### config.mk
export PLATFORM = sky130hd
export DESIGN_NAME = color_analysis_hls_deadlock_reporter
export DESIGN_NICKNAME = d
export VERILOG_FILES = /design/src/rtl/color_analysis_hls_deadlock_reporter.sv
export SDC_FILE = /design/constraint.sdc
export NUM_CORES = 1
export LEC_CHECK = 0
export ABC_AREA = 1
export CORE_ASPECT_RATIO = 1.25
export CORE_MARGIN = 2
export CORE_UTILIZATION = 54
export CTS_CLUSTER_SIZE = 25
export DETAILED_ROUTE_END_ITERATION = 16
export PLACE_DENSITY = 0.84
export SLEW_MARGIN = 15
export SYNTH_ARGS = -nofsm -noshare
export SYNTH_HDL_FRONTEND = slang
export SYNTH_SLANG_ARGS = --single-unit
### constraint.sdc
create_clock -name clock -period 3.1 [get_ports clock]
set_input_delay 0.62 -clock clock [delete_from_list [all_inputs] [get_ports clock]]
set_output_delay 0.62 -clock clock [all_outputs]
set_load 0.02 [all_outputs]
### src/rtl/color_analysis_hls_deadlock_reporter.sv
// color_analysis_hls_deadlock_reporter: qualifies the deadlock block flag and streams a 3-word stall report
module color_analysis_hls_deadlock_reporter #(
  parameter int NUM_PROC = 12,
  parameter int NUM_AXIS = 5,
  parameter int THRESHOLD = 16
) (
  input  logic                clock,
  input  logic                reset,
  input  logic                block_in,
  input  logic [NUM_PROC-1:0] inst_idle_sigs,
  input  logic [NUM_PROC-1:0] inst_block_sigs,
  input  logic [NUM_AXIS-1:0] axis_block_sigs,
  input  logic                clear,
  output logic [31:0]         rpt_tdata,
  output logic                rpt_tvalid,
  output logic                rpt_tlast,
  input  logic                rpt_tready,
  output logic                deadlock,
  output logic [15:0]         event_count
);
  localparam logic [15:0] TH = 16'(THRESHOLD);
  typedef enum logic [2:0] {IDLE, ARM, SEND0, SEND1, SEND2, HOLD} state_t;
  state_t state, state_n;
  logic [15:0] cnt, cnt_n;
  logic declare;
  logic [NUM_PROC-1:0] idle_s, blk_s;
  logic [NUM_AXIS-1:0] axis_s;
  always_comb begin
    state_n = state;
    cnt_n = cnt;
    declare = 1'b0;
    case (state)
      IDLE: if (block_in) begin
        cnt_n = 16'd1;
        declare = TH == 16'd1;
        state_n = ARM;
      end
      ARM: begin
        cnt_n = block_in ? cnt + 16'd1 : 16'd0;
        declare = block_in && (cnt + 16'd1 == TH);
        state_n = block_in ? ARM : IDLE;
      end
      SEND0: state_n = rpt_tready ? SEND1 : SEND0;
      SEND1: state_n = rpt_tready ? SEND2 : SEND1;
      SEND2: state_n = rpt_tready ? HOLD : SEND2;
      HOLD: if (clear) begin
        state_n = IDLE;
        cnt_n = 16'd0;
      end
      default: state_n = IDLE;
    endcase
    if (declare) state_n = SEND0;
  end
  always_ff @(posedge clock or negedge reset) begin
    if (!reset) begin
      state <= IDLE;
      cnt <= '0;
      idle_s <= '0;
      blk_s <= '0;
      axis_s <= '0;
      event_count <= '0;
    end else begin
      state <= state_n;
      cnt <= cnt_n;
      if (declare) begin
        idle_s <= inst_idle_sigs;
        blk_s <= inst_block_sigs;
        axis_s <= axis_block_sigs;
        event_count <= event_count == 16'hFFFF ? event_count : event_count + 16'd1;
      end
    end
  end
  assign rpt_tvalid = state == SEND0 || state == SEND1 || state == SEND2;
  assign rpt_tlast = state == SEND2;
  assign deadlock = rpt_tvalid || state == HOLD;
  assign rpt_tdata = state == SEND0 ? {16'hDEAD, event_count} :
                     state == SEND1 ? {16'(blk_s), 16'(idle_s)} :
                     state == SEND2 ? 32'(axis_s) : 32'd0;
endmodule

==> results of run 1 <==
-- Yosys cell counts (all sizes together) --
library cell	instances
a221oi	4
conb	1
nor3	8
xor2	2
nand2	189
dfrtp	64
buf	11
nor2	63
nand3	29
o21ai	22
a21oi	6
o22ai	10
o211ai	1
ha	2
inv	63
nand4	27
clkbuf	8
o2111ai	1
a22oi	1
-- through the flow --
| stage | instances | instance area (µm²) | util, % | worst slack [ns] |
|---|---|---|---|---|
| floorplan | 512 | 3601 | - | 0.6800 |
| global placement | 670 | 4503 | 69.03 | 0.2140 |
| detailed placement | 670 | 4503 | 69.03 | 0.1891 |
| CTS | 685 | 4698 | 72.02 | 0.1068 |
| global route | 689 | 4751 | 72.82 | -0.05783 |
| finish | 689 | 4751 | 72.82 | 0.1129 |
-- state kept, by name (all words and copies together) (netlist names) --
signal	cells
axis_s	5
cnt	16
blk_s	12
event_count	16
idle_s	12
state	3
-- power by group through the flow --
| stage | logic [µW] | clock network [µW] | registers, µW |
|---|---|---|---|
| after floorplan | 166 | 0 | 886 |
| after global placement | 278 | 0 | 889 |
| after detailed placement | 281 | 0 | 889 |
| after CTS | 284 | 703 | 874 |
| after global routing | 321 | 743 | 879 |
| final | 289 | 699 | 878 |
-- critical path, delay by kind of cell, from the launching register on --
family                 cells  cell delay (ns)
buffers and inverters      3             1.00
AO/OA/AOI/OAI              2             0.42
flip-flops                 1             0.40
AND/OR/NAND/NOR            1             0.20
-- path summary, 6_finish.rpt --
path                                 from           end  slack [ns]  cells after the start
worst max-delay path             state[0]  rpt_tdata[2]        0.11                      6
worst min-delay path                reset        cnt[5]        0.28                      2
worst max register to register   state[0]     axis_s[3]        0.56                     11
worst min register to register  blk_s[11]     blk_s[11]        0.47                      2
max in group asynchronous           reset     idle_s[5]        2.54                      2
min in group clock              blk_s[11]     blk_s[11]        0.47                      2
-- placed cells by master (no fill, tap or decap) --
master / synthesis / final
clkdlybuf4s50_1: 0 / 82
nand4_1: 27 / 27
a22oi_1: 1 / 1
clkbuf_8: 0 / 10
clkinvlp_4: 0 / 4
buf_2: 4 / 1
o2111ai_1: 1 / 1
inv_2: 1 / 1
a221oi_2: 0 / 1
clkinv_2: 0 / 1
nand2_1: 187 / 187
nor2_2: 4 / 3
o211ai_1: 1 / 1
o21ai_0: 22 / 22
xor2_1: 2 / 2
buf_4: 5 / 9
clkbuf_1: 8 / 2
dfrtp_1: 64 / 64
o22ai_1: 10 / 10
ha_1: 2 / 2
nor2_1: 55 / 54
inv_1: 62 / 59
bufinv_16: 0 / 1
nor3_1: 8 / 8
nand3_1: 29 / 29
a21oi_1: 6 / 6
nand2_2: 2 / 2
a221oi_1: 4 / 3
nor2_4: 4 / 6
buf_12: 0 / 2
conb_1: 1 / 1
-- kinds of logic (layout without fill, tap and decap cells) --
kind of cell | Yosys count | in the layout
xor+xnor | 2 | 2
simple gates | 316 | 316
compound gates | 45 | 45
other cells | 1 | 1
fa+ha+maj | 2 | 2
buf+inv | 82 | 172
flops | 64 | 64
-- final cells by class --
class | count | area share [%]
timing repair buffer | 94 | 19.65
tap | 87 | 2.291
sequential | 64 | 33.71
multi-input combinational | 366 | 35.19
inverter | 63 | 5.215
clock buffer | 12 | 3.055
clock inverter | 3 | 0.8954
-- routing by layer --
layer,vias to the layer above,wire [µm],track usage [%]
met3,15,445,3.883
met4,0,178,9.970
met1,1743,3919,31.73
met5,-,0,0
li1,1807,-,-
met2,109,4838,45.10
-- what timing repair did --
item	CTS	global route
resized for setup	2	5
setup endpoints to repair	12	9
hold buffers	0	0
cloned	0	0
setup buffers	0	4
==> reports/results.tsv, run 1 <==
stage	metric	value	unit
status	status	finished clean	
power	total power	1866	µW
power	Clock power frac	37.5	%
power	Switch Pwr	516.8	µW
global_route	grt total ovfl	0	
timing	worst hold slack	0.2772	ns
clock_tree	clock sink count	64	
synthesis	synth top area cells	dfrtp_1 (44%), nand2_1 (19%), inv_1 (6.5%)	
global_route	initial antenna violation count	0	
drt	Pre-antenna DRT Iters	5	
timing	Period Utilization, post-route	96.36	%
synthesis	Unique masters post-synth	25	
critical_path	Critical Path Fanout Max	12	
synthesis	Synth Area in Compound Gates	7.262	%
critical_path	Setup CP Type	reg -> out	
finish	register area	0.001602	mm²
drt	wirelength, routed	9.382	mm
synthesis	mean post-synth cell area	7.033	µm²
drt	Routed Antenna Nets	0	
critical_path	startpoint class of the critical path	register	
synthesis	Post-Synthesis Cells	512	
finish	Final nets	634	
synthesis	Synth top area share	44.48	%
critical_path	Slowest Stage Delay on Critical Path	0.55	ns
global_route	first-pass GRT wire length	15.06	mm
power	internal power	1350	µW
power	Pwr Density	392.8	mW/mm²
global_route	vias in the first global route	3368	
finish	Fill cells	515	
global_route	gr usage total	25.51	%
power	Leak Pwr	0.002245	µW
clock_tree	worst-skew pair later-pin latency	0.34	ns
drt	DR WL/cell	13.62	µm
global_route	largest net degree at the start of global routing	65	
die	DIE WIDTH	77.04	µm
drt	drt initial violations	232	
synthesis	area leader, netlist	dfrtp_1	
power	logic gate share of total power	15.5	%
drt	drc violations	0	
clock_tree	clock slew seen by the registers of the worst setup and hold paths	0.07	ns
critical_path	CP arrival	2.37	ns
finish	area of the multi-input gates	0.001672	mm²
power	Seq pwr share	47.0	%
synthesis	#FFs+latches synth	64	
synthesis	post-synthesis sequential area ratio	44.48	%
synthesis	Synth Area in Simple Gates	37.35	%
synthesis	synthesis warning total	0	
synthesis	largest family of logic cells by synthesized area	simple AND/OR/NAND/NOR gates	
clock_tree	CTS Buf Count	9	
critical_path	critical path's slowest cell	clkdlybuf4s50_1	
timing	Final Hold Viols	0	
critical_path	CP endpoint kind	output port	
drt	DR vias	3674	
die	Vert. Die Dim	95.30	µm
min_path	Hold Crit Class	in -> async	
synthesis	Cell Area, Synth	0.003601	mm²
clock_tree	clk root buf	clkbuf_8	
die	Die Area	0.007342	mm²
critical_path	worst path cell trace	clkinvlp_4, nand2_1, clkinvlp_4, a221oi_1, a21oi_1, clkdlybuf4s50_1	
timing	count of pins over their slew limit	0	
die	Core ar.	0.006524	mm²
timing	fmax	334.8	MHz
timing	post-route minimum period	2.987	ns
synthesis	Post-Syn Nets	548	
clock_tree	CTS tree	built	
critical_path	CP required	2.48	ns
placement	HPWL Detailed	6.616	mm
placement	Buffers on Ports	83	
die	initial core utilization	55.20	%
critical_path	most frequent CP cell	clkinvlp_4	
finish	proportion of layout cells with a drive suffix above 1	6.811	%
job	Max Cap Viol	0	
die	Rows	33	
clock_tree	H-tree depth	3	
timing	setup_tns	0	ns
timing	Final Skew	0.01040	ns
clock_tree	Max Buffers Root-to-Sink	2	
power	peak supply drop	471.7	µV
synthesis	Post-Synth XOR/XNOR Area	0.4864	%
placement	RePlAce Congestion	0.8926	
die	Ports	85	
power	switch share	27.69	%
drt	vias per cell	5.332	
synthesis	post-synthesis mux area share	0	%
timing	final setup vio count	0	
finish	ant diodes	0	
finish	Layout area overhead	31.93	%
synthesis	Synth Area in Adders	0.6949	%
Power figures use the tool's default switching activity.
==> run 2: changes to the inputs <==
Settings changed: CORE_MARGIN 2 to 1.5.
==> reports/results.tsv, run 2 (synthesized netlist as in run 1, its figures left out) <==
stage	metric	value	unit	change
status	status	finished clean		
drt	Routed Antenna Nets	0		unchanged
timing	slew margin rel.	46.17	%	
clock_tree	CTS Buf Count	9		unchanged
power	Leak Pwr	0.002265	µW	+0.92%
global_route	initial antenna violation count	0		unchanged
critical_path	CP endpoint kind	output port		
global_route	vias in the first global route	3358		-0.30%
die	DIE WIDTH	76.04	µm	-1.3%
placement	RePlAce Congestion	0.9055		+1.4%
finish	Final nets	635		+0.16%
clock_tree	Max Buffers Root-to-Sink	2		unchanged
timing	fmax	343.4	MHz	+2.6%
finish	Layout area overhead	32.84	%	
timing	RSZ-0062 raised after global routing	false		
critical_path	CP required	2.48	ns	about the same
die	initial core utilization	55.20	%	unchanged
timing	setup_tns	0	ns	unchanged
clock_tree	clk root buf	clkbuf_8		
finish	Fill cells	510		-0.97%
min_path	Hold Crit Class	in -> async		
critical_path	Setup CP Type	reg -> out		
timing	post-route minimum period	2.912	ns	-0.07540 ns
critical_path	startpoint class of the critical path	register		
clock_tree	clock slew seen by the registers of the worst setup and hold paths	0.07	ns	about the same
drt	DR vias	3695		+0.57%
timing	final setup vio count	0		unchanged
timing	count of pins over their slew limit	0		unchanged
power	peak supply drop	442.1	µV	-6.3%
finish	Regs by FF count	cnt x16, event_count x16		
clock_tree	H-tree depth	3		unchanged
clock_tree	worst-skew pair later-pin latency	0.34	ns	about the same
clock_tree	CTS tree	built		
die	Core ar.	0.006524	mm²	unchanged
finish	most common cell after layout, fill and taps aside	nand2_1		
drt	wirelength, routed	9.192	mm	-2.0%
timing	Worst-Margin Slew	0.8074	ns	
drt	DR WL/cell	13.30	µm	-2.3%
die	Die Area	0.007171	mm²	-2.3%
drt	Pre-antenna DRT Iters	5		unchanged
finish	proportion of layout cells with a drive suffix above 1	7.285	%	+0.47 points
critical_path	Critical Path Fanout Max	9		-3
drt	drt initial violations	238		+2.6%
global_route	grt total ovfl	0		unchanged
global_route	gr usage total	26.60	%	+1.1 points
die	Ports	85		unchanged
finish	most frequent cells in the layout	nand2_1 (187), clkdlybuf4s50_1 (82), dfrtp_1 (64)		
timing	Final Hold Viols	0		unchanged
timing	Period Utilization, post-route	93.92	%	-2.4 points
finish	Finished Cell Area	0.004783	mm²	+0.68%
clock_tree	clock sink count	64		unchanged
job	Max Cap Viol	0		unchanged
finish	ant diodes	0		unchanged
placement	Buffers on Ports	83		unchanged
clock_tree	CTS hold repair buffers	0		unchanged
global_route	first-pass GRT wire length	15.19	mm	+0.87%
global_route	largest net degree at the start of global routing	65		unchanged
drt	drc violations	0		unchanged
die	Vert. Die Dim	94.30	µm	-1.0%
power	Pwr Density	430.8	mW/mm²	+9.7%
drt	vias per cell	5.347		+0.28%
placement	Placement Cell Area	0.004486	mm²	-0.39%
critical_path	CP arrival	2.29	ns	-0.08 ns
die	Rows	33		unchanged
placement	HPWL Detailed	6.538	mm	-1.2%
timing	Final Skew	0.009617	ns	-0.0007778 ns
==> run 2: worst paths after layout <==
path                          start             to  slack (ns)  depth (start not counted)
max in group asynchronous     reset       blk_s[2]        2.12                          2
max reg2reg                  cnt[0]       state[0]        0.60                         12
max                        state[2]  rpt_tdata[20]        0.19                          6
min reg2reg                blk_s[7]       blk_s[7]        0.48                          2
min                           reset         cnt[8]        0.42                          2
min in group clock         blk_s[7]       blk_s[7]        0.48                          2
==> run 2: where the power goes <==
part / internal (µW) / switching (µW)
Combinational: 120 / 187
Sequential: 855 / 22.5
Clock: 535 / 341
Total: 1510 / 551
==> run 2: metrics by stage <==
step	cells	setup WS, ns	hold WS (ns)	util (%)	power [µW]
6_report	691	0.1883	0.4229	73.32	2061
5_1_grt	691	0.07095	0.4901	73.32	2152
4_1_cts	687	0.05122	0.4719	72.61	2044
3_5_place_dp	671	0.1504	0.4593	68.76	1173
3_3_place_gp	671	0.2170	0.4543	68.76	1164
2_1_floorplan	512	0.6800	0.3244	-	1052
==> run 2: area by class of cell <==
| cell class | instances | area (µm²) | share of cell area, % |
|---|---|---|---|
| clock inverters | 7 | 120.1 | 2.511 |
| inverters | 63 | 247.7 | 5.179 |
| clock buffers | 9 | 123.9 | 2.590 |
| repair buffers | 95 | 915.9 | 19.15 |
| well taps | 87 | 108.9 | 2.276 |
| multi-input cells | 366 | 1665 | 34.82 |
| flip-flops and latches | 64 | 1602 | 33.48 |
==> run 2: worst max-delay path, stage by stage (launching register included) <==
cell and delay [ns]:
dfrtp_1 0.44, nor2_4 0.22, clkinvlp_4 0.17, nor2_4 0.22
inv_1 0.16, nor2_1 0.12, clkdlybuf4s50_1 0.62
==> run 2: routing by layer <==
metal | track usage (%) | wire, µm
met2 | 47.82 | 4656
met4 | 12.35 | 179
met3 | 4.369 | 462
met5 | 0 | 0
met1 | 31.32 | 3893
==> run 2: what timing repair did <==
item,4_1_cts,5_1_grt
setup endpoints to repair,12,13
endpoints found under the hold margin,0,0
gates resized for setup,2,4
buffers inserted,0,4
